--- src/rtl/uart_pkg.sv ---
// Shared UART definitions: frame state encoding, default bit period, counter sizing.
// Used by the transmitter and by the receiver.
package uart_pkg;

    typedef enum logic [2:0] {
        IDLE       = 3'd0,
        START      = 3'd1,
        DATA_BURST = 3'd2,
        PARITY     = 3'd3,
        STOP       = 3'd4
    } uart_state_e;

    // 10 MHz / 521 gives 19200 baud.
    localparam int unsigned CLKS_PER_BIT_DEF = 521;

    function automatic int unsigned cnt_width(input int unsigned clks);
        return (clks > 1) ? $clog2(clks) : 1;
    endfunction

endpackage

--- src/rtl/uart_bit_timer.sv ---
// Bit-period counter: counts 0..CLKS_PER_BIT-1 and wraps; clr_i holds it at zero.
// bit_tick_o is a flop that is high exactly while the count sits on its last value. No backpressure.
module uart_bit_timer
    import uart_pkg::*;
#(
    parameter int unsigned CLKS_PER_BIT = CLKS_PER_BIT_DEF
) (
    input  logic                                 clk_i,
    input  logic                                 rst_i,
    input  logic                                 clr_i,
    output logic                                 bit_tick_o,
    output logic [cnt_width(CLKS_PER_BIT)-1:0]   cnt_o
);

    localparam int unsigned     CW   = cnt_width(CLKS_PER_BIT);
    localparam logic [CW-1:0]   LAST = CW'(CLKS_PER_BIT - 1);

    logic [CW-1:0] cnt_q;
    logic [CW-1:0] cnt_d;
    logic          tick_q;

    always_comb begin
        cnt_d = cnt_q + CW'(1);
        if (clr_i || (cnt_q == LAST)) begin
            cnt_d = '0;
        end
    end

    // The tick is registered from the next count so it lines up with cnt_q == LAST.
    always_ff @(posedge clk_i) begin
        if (rst_i) begin
            cnt_q  <= '0;
            tick_q <= 1'b0;
        end else begin
            cnt_q  <= cnt_d;
            tick_q <= !clr_i && (cnt_d == LAST);
        end
    end

    assign bit_tick_o = tick_q;
    assign cnt_o      = cnt_q;

endmodule

--- src/rtl/uart_tx.sv ---
// UART transmitter: start, 8 data bits LSB first, optional parity, one stop bit; start bit one edge after accept.
// Accepts a byte only in IDLE (tx_ready); upstream holds tx_valid until accepted, nothing is queued.
module uart_tx
    import uart_pkg::*;
#(
    parameter int unsigned CLKS_PER_BIT = CLKS_PER_BIT_DEF,
    parameter bit          PARITY_EN    = 1'b0,
    parameter bit          PARITY_ODD   = 1'b0
) (
    input  logic       tx_clk,
    input  logic       rst,
    input  logic       tx_valid,
    input  logic [7:0] tx_data,
    output logic       tx_ready,
    output logic       tx_out,
    output logic       tx_busy,
    output logic       tx_done
);

    localparam int unsigned   CW       = cnt_width(CLKS_PER_BIT);
    localparam logic [CW-1:0] PRE_LAST = CW'(CLKS_PER_BIT - 2);

    uart_state_e   state_q;
    logic [7:0]    data_q;
    logic [2:0]    bit_idx_q;
    logic          tx_out_q;
    logic          done_q;
    logic          bit_tick;
    logic [CW-1:0] bit_cnt;
    logic          parity_bit;

    uart_bit_timer #(
        .CLKS_PER_BIT (CLKS_PER_BIT)
    ) u_bit_timer (
        .clk_i      (tx_clk),
        .rst_i      (rst),
        .clr_i      (state_q == IDLE),
        .bit_tick_o (bit_tick),
        .cnt_o      (bit_cnt)
    );

    assign parity_bit = (^data_q) ^ PARITY_ODD;

    always_ff @(posedge tx_clk) begin
        if (rst) begin
            state_q   <= IDLE;
            data_q    <= '0;
            bit_idx_q <= '0;
            tx_out_q  <= 1'b1;
            done_q    <= 1'b0;
        end else begin
            // Raised one cycle early so the pulse covers the final stop-bit cycle.
            done_q <= (state_q == STOP) && (bit_cnt == PRE_LAST);
            case (state_q)
                IDLE: begin
                    tx_out_q <= 1'b1;
                    if (tx_valid) begin
                        data_q    <= tx_data;
                        bit_idx_q <= '0;
                        tx_out_q  <= 1'b0;
                        state_q   <= START;
                    end
                end
                START: begin
                    if (bit_tick) begin
                        tx_out_q  <= data_q[0];
                        bit_idx_q <= '0;
                        state_q   <= DATA_BURST;
                    end
                end
                DATA_BURST: begin
                    if (bit_tick) begin
                        if (bit_idx_q == 3'd7) begin
                            if (PARITY_EN) begin
                                tx_out_q <= parity_bit;
                                state_q  <= PARITY;
                            end else begin
                                tx_out_q <= 1'b1;
                                state_q  <= STOP;
                            end
                        end else begin
                            bit_idx_q <= bit_idx_q + 3'd1;
                            tx_out_q  <= data_q[bit_idx_q + 3'd1];
                        end
                    end
                end
                PARITY: begin
                    if (bit_tick) begin
                        tx_out_q <= 1'b1;
                        state_q  <= STOP;
                    end
                end
                STOP: begin
                    if (bit_tick) begin
                        tx_out_q <= 1'b1;
                        state_q  <= IDLE;
                    end
                end
                default: begin
                    tx_out_q <= 1'b1;
                    state_q  <= IDLE;
                end
            endcase
        end
    end

    assign tx_busy  = (state_q != IDLE);
    assign tx_ready = !tx_busy;
    assign tx_out   = tx_out_q;
    assign tx_done  = done_q;

endmodule

--- config.mk ---
export PLATFORM = sky130hd
export DESIGN_NAME = uart_tx
export DESIGN_NICKNAME = d
export VERILOG_FILES = /design/src/rtl/uart_pkg.sv /design/src/rtl/uart_bit_timer.sv /design/src/rtl/uart_tx.sv
export SDC_FILE = /design/constraint.sdc
export NUM_CORES = 1
export LEC_CHECK = 0
export CAP_MARGIN = 20
export CORE_UTILIZATION = 49
export CTS_CLUSTER_SIZE = 25
export DETAILED_ROUTE_END_ITERATION = 7
export GPL_TIMING_DRIVEN = 0
export PLACE_DENSITY_LB_ADDON = 0.15
export SYNTH_ARGS = -nofsm -noshare
export SYNTH_HDL_FRONTEND = slang
export SYNTH_SLANG_ARGS = --single-unit
--- constraint.sdc ---
create_clock -name tx_clk -period 1.65 [get_ports tx_clk]
set_clock_uncertainty 0.05 [all_clocks]
set_input_delay 0.33 -clock tx_clk [delete_from_list [all_inputs] [get_ports tx_clk]]
set_output_delay 0.33 -clock tx_clk [all_outputs]
set_load 0.01 [all_outputs]
==> results.md <==
- The run finished, with violations left.
- The checks that failed: setup timing.
- The number of hold-repair buffers added at the cts stage is 0.
- Dividing the final minimum period by the clock period gives 102.6%.
- Setup repair after global routing could not meet its margin everywhere.
- The worst setup path is captured at a register.
- Yosys mapped the design onto 40 distinct sky130hd cell types.
- The number of pins with negative max-slew slack in the final report came to 0.
- At the pin with the least slew margin, the transition time is 489.0 ps.
- The overall die height is 54.66 um.
- The Yosys step of the flow raised 0 warnings.
- The clock latency reported for the late side of the worst-skew pair is 310 ps.
- In this run the number of H-tree levels came out at 1.
- After synthesis the netlist holds a flip-flop and latch count of 27.
- The number of I/O port buffers is 14.
- The I/O pin total is 15.
- STA classifies the critical path startpoint as a register.
- The number of antenna diodes is 0.
- The initial antenna violation count came to 0.
- The startpoint identified for the worst register-to-register timing path is bit_idx_q[0].
- The synthesized netlist devotes 3.683% of its cell area to adder and majority cells.
- The via count of the first global-routing pass is 1003.
- The register-to-register path setup slack is -40 ps.
- By area, the combinational part of the netlist is dominated by simple AND/OR/NAND/NOR gates.
- Global routing consumed, over all layers together, 20.92% of the routing resources.
- TritonCTS built the clock tree.
- For the worst flop-to-flop path, the logic depth is 5.
- Along the worst hold path, the cell count comes to 1.
- STA puts the critical path data required time at 1810 ps.
- The overall power is 1.115 mW.
- The starting density of the core is 53.39%.
- The number of nets in the synthesized netlist is 168.
- The synthesized-area fraction occupied by ao, oa, aoi and oai cells is 14.18%.
- Setup slack on the critical path of the routed design comes to -42.85 ps.
- In this run, CTS created clock tree buffers numbering 3.
- The kind of path behind the tightest hold check is register to register.
- After synthesis, the share of flip-flops with an asynchronous set or reset is 0%.
- The total number of vias is 1131.
- Entering global routing, the biggest net connects 15 pins.
- The fraction of final layout cells sized beyond drive strength 1 is 21.14%.
- In the routed layout, each cell is associated on average with a via count of 5.517.
- The final number of hold-violating endpoints is 0.
- The largest fanout of any net on the critical path is 3.
- The utilization of the core after routing is 65.73%.
- The layout has 214 filler cells.
- The area of the die is 2988 um2.
- The startpoint of the lowest-slack hold path is u_bit_timer.cnt_o[0].
- Measured along the x axis, the die boundary spans 54.66 um.
- The cell count after synthesis came out at 153.
- The largest single stage delay on the critical path is 490 ps.
- For this run, the top clock speed supported by timing is 590.7 MHz.
- The first global-routing pass estimated 4.409 mm of wire.
- The synthesized netlist devotes 27.90% of its cell area to simple gates.
- After Yosys synthesis, XOR and XNOR cells account for 5.157% of the synthesized area.
- The critical path goes through ha_4 > mux4_2 > mux2_4 > nand2_2 > a21oi_2.
- Subtracting the final worst setup slack from the clock period gives 1693 ps.
- After clock tree synthesis, the clock-pin slew on the worst setup and hold paths is 140 ps.
- A synthesized cell averages 8.881 um2.
- The core region is 2545 um2.
- For this design the ratio of total power to cell area is 666.5 nW/um2.
- Clock tree synthesis selected as its root buffer the cell sky130_fd_sc_hd__clkbuf_4.
- The total standard cell area after synthesis is 1359 um2.
- For hold timing, the worst endpoint is u_bit_timer.cnt_o[0].
- After detailed routing, the number of remaining DRC violations is 0.
- In this run the critical register-to-register path is captured at tx_out.
- The initial detailed-routing violation count is 22.
- The average wire per cell in the routed design is 12.87 um.
- The critical path class is register to register.
- The final weighted congestion in routability-driven placement is 0.8401.
- The number of maximum-capacitance violations is 0.
- The share of the yosys chip area belonging to registers is 39.78%.
- The post-detailed-route count of antenna-violating nets is 0.
- The total iterations of the first detailed-routing run is 4.
- The library cell contributing the largest single delay on the critical path is sky130_fd_sc_hd__mux4_2.
- The final global-route overflow total is 0.
- In the layout the commonest cells are sky130_fd_sc_hd__nand2_1, sky130_fd_sc_hd__dfxtp_1, sky130_fd_sc_hd__a21oi_1.
- Setup violations remaining at the end of the flow were counted as 2.
- The number of placement rows is 18.
- The worst pin sits at a relative slew slack of 67.15%.
- Detailed placement ended at an HPWL of 1.924 mm.
- The number of sinks driven by the clock tree is 27.
- The final layout contains 191 nets.
- The static leakage is 0.6074 nW.
- The number of buffers and inverters on the critical path is 0.
- The total wire length after detailed routing is 2.638 mm.
- The portion of synthesized area spent on multiplexers is 4.144%.
- The number of enable flip-flop cells after synthesis is 0.
- The leading cell type in the layout, fill and taps excluded is sky130_fd_sc_hd__nand2_1.
- Grouping stages by cell kind, the critical path spends the most delay in multiplexers.
- Compared with the post-synthesis result, the final layout area differs by 23.11%.
- The worst IR drop on VDD is 0.0004439 V.
- The most instantiated flip-flop cell in the synthesis netlist is sky130_fd_sc_hd__dfxtp_1.
- For the worst setup path, the data arrival time is 1850 ps.
- In this run the deepest clock path goes through 2 buffers.
==> cells in the mapped netlist, drive strengths merged, types with 3 or more instances <==
master  number  share of area, %
dfxtp       27                40
nand2       25               6.9
o21ai        4               1.5
nor3         3               1.5
nand3b       3               1.9
nor2        12               3.3
nand4        3               1.4
nand2b       5               2.3
a21oi       15               5.5
nand3        4               1.5
ha           4               3.7
xor2         4               2.6
buf          6               2.7
inv          7               1.9
xnor2        4               2.6
==> layout make-up <==
type | instances | area, um2 | share of cell area (%)
plain buffers | 7 | 41.29 | 2.468
repair buffers | 19 | 172.7 | 10.32
flip-flops and latches | 27 | 555.5 | 33.21
multi-input cells | 111 | 813.3 | 48.62
inverters | 7 | 26.28 | 1.571
clock buffers | 4 | 26.28 | 1.571
well taps | 30 | 37.54 | 2.244
==> routing by layer <==
metal | wire [um] | up-vias | GRT usage, %
li1 | - | 579 | -
met1 | 1314 | 528 | 29.75
met2 | 1205 | 22 | 32.53
met3 | 102 | 2 | 2.500
met4 | 15 | 0 | 6.410
met5 | 0 | - | 0
==> how the worst max path moves through the flow <==
stage / startpoint / end / cells after the start
4_1_cts: bit_idx_q[0] / tx_out / 5
3_5_place_dp: tx_valid / bit_idx_q[0] / 5
5_1_grt: bit_idx_q[0] / tx_out / 5
6_report: bit_idx_q[0] / tx_out / 5
2_1_floorplan: bit_idx_q[0] / tx_out / 5
3_3_place_gp: tx_valid / bit_idx_q[0] / 5
==> cells by family after synthesis <==
family	after synthesis
multiplexers	3
adder cells (fa/ha/maj)	4
XOR/XNOR	8
flip-flops	27
AO/OA/AOI/OAI	27
buffers and inverters	15
AND/OR/NAND/NOR	69
==> what timing repair did <==
action / CTS / global route
buffers inserted: 4 / 1
setup endpoints to repair: 4 / 15
gates resized for setup: 14 / 12
cloned: 0 / 0
pin swaps: 4 / 3
==> flip-flops by register name, summed over array words and instances, names as in the netlist <==
name and count:
tx_done 1, data_q 8, u_bit_timer.bit_tick_o 1, tx_out 1
bit_idx_q 3, state_q 3, u_bit_timer.cnt_o 10
==> metrics by stage <==
step | hold slack [ps] | TNS [ps] | cells | area, um2 | setup WS (ps)
after floorplan | 383.1 | 0 | 153 | 1373 | 22.15
after detailed placement | 401.2 | -2500 | 197 | 1550 | -269.5
after CTS | 419.5 | -38.00 | 204 | 1643 | -38.00
final | 407.1 | -61.28 | 205 | 1673 | -42.85
after global placement | 390.2 | -2344 | 197 | 1550 | -230.0
after global routing | 417.1 | -255.4 | 205 | 1673 | -96.71
==> report_power, final <==
part / switching [mW] / leakage (nW) / internal, mW / total, mW
logic: 0.0727 / 0.369 / 0.0835 / 0.156
clock network: 0.184 / 0.0150 / 0.0944 / 0.278
registers: 0.0126 / 0.223 / 0.668 / 0.680
total: 0.269 / 0.607 / 0.846 / 1.11
Power figures use the tool's default switching activity.
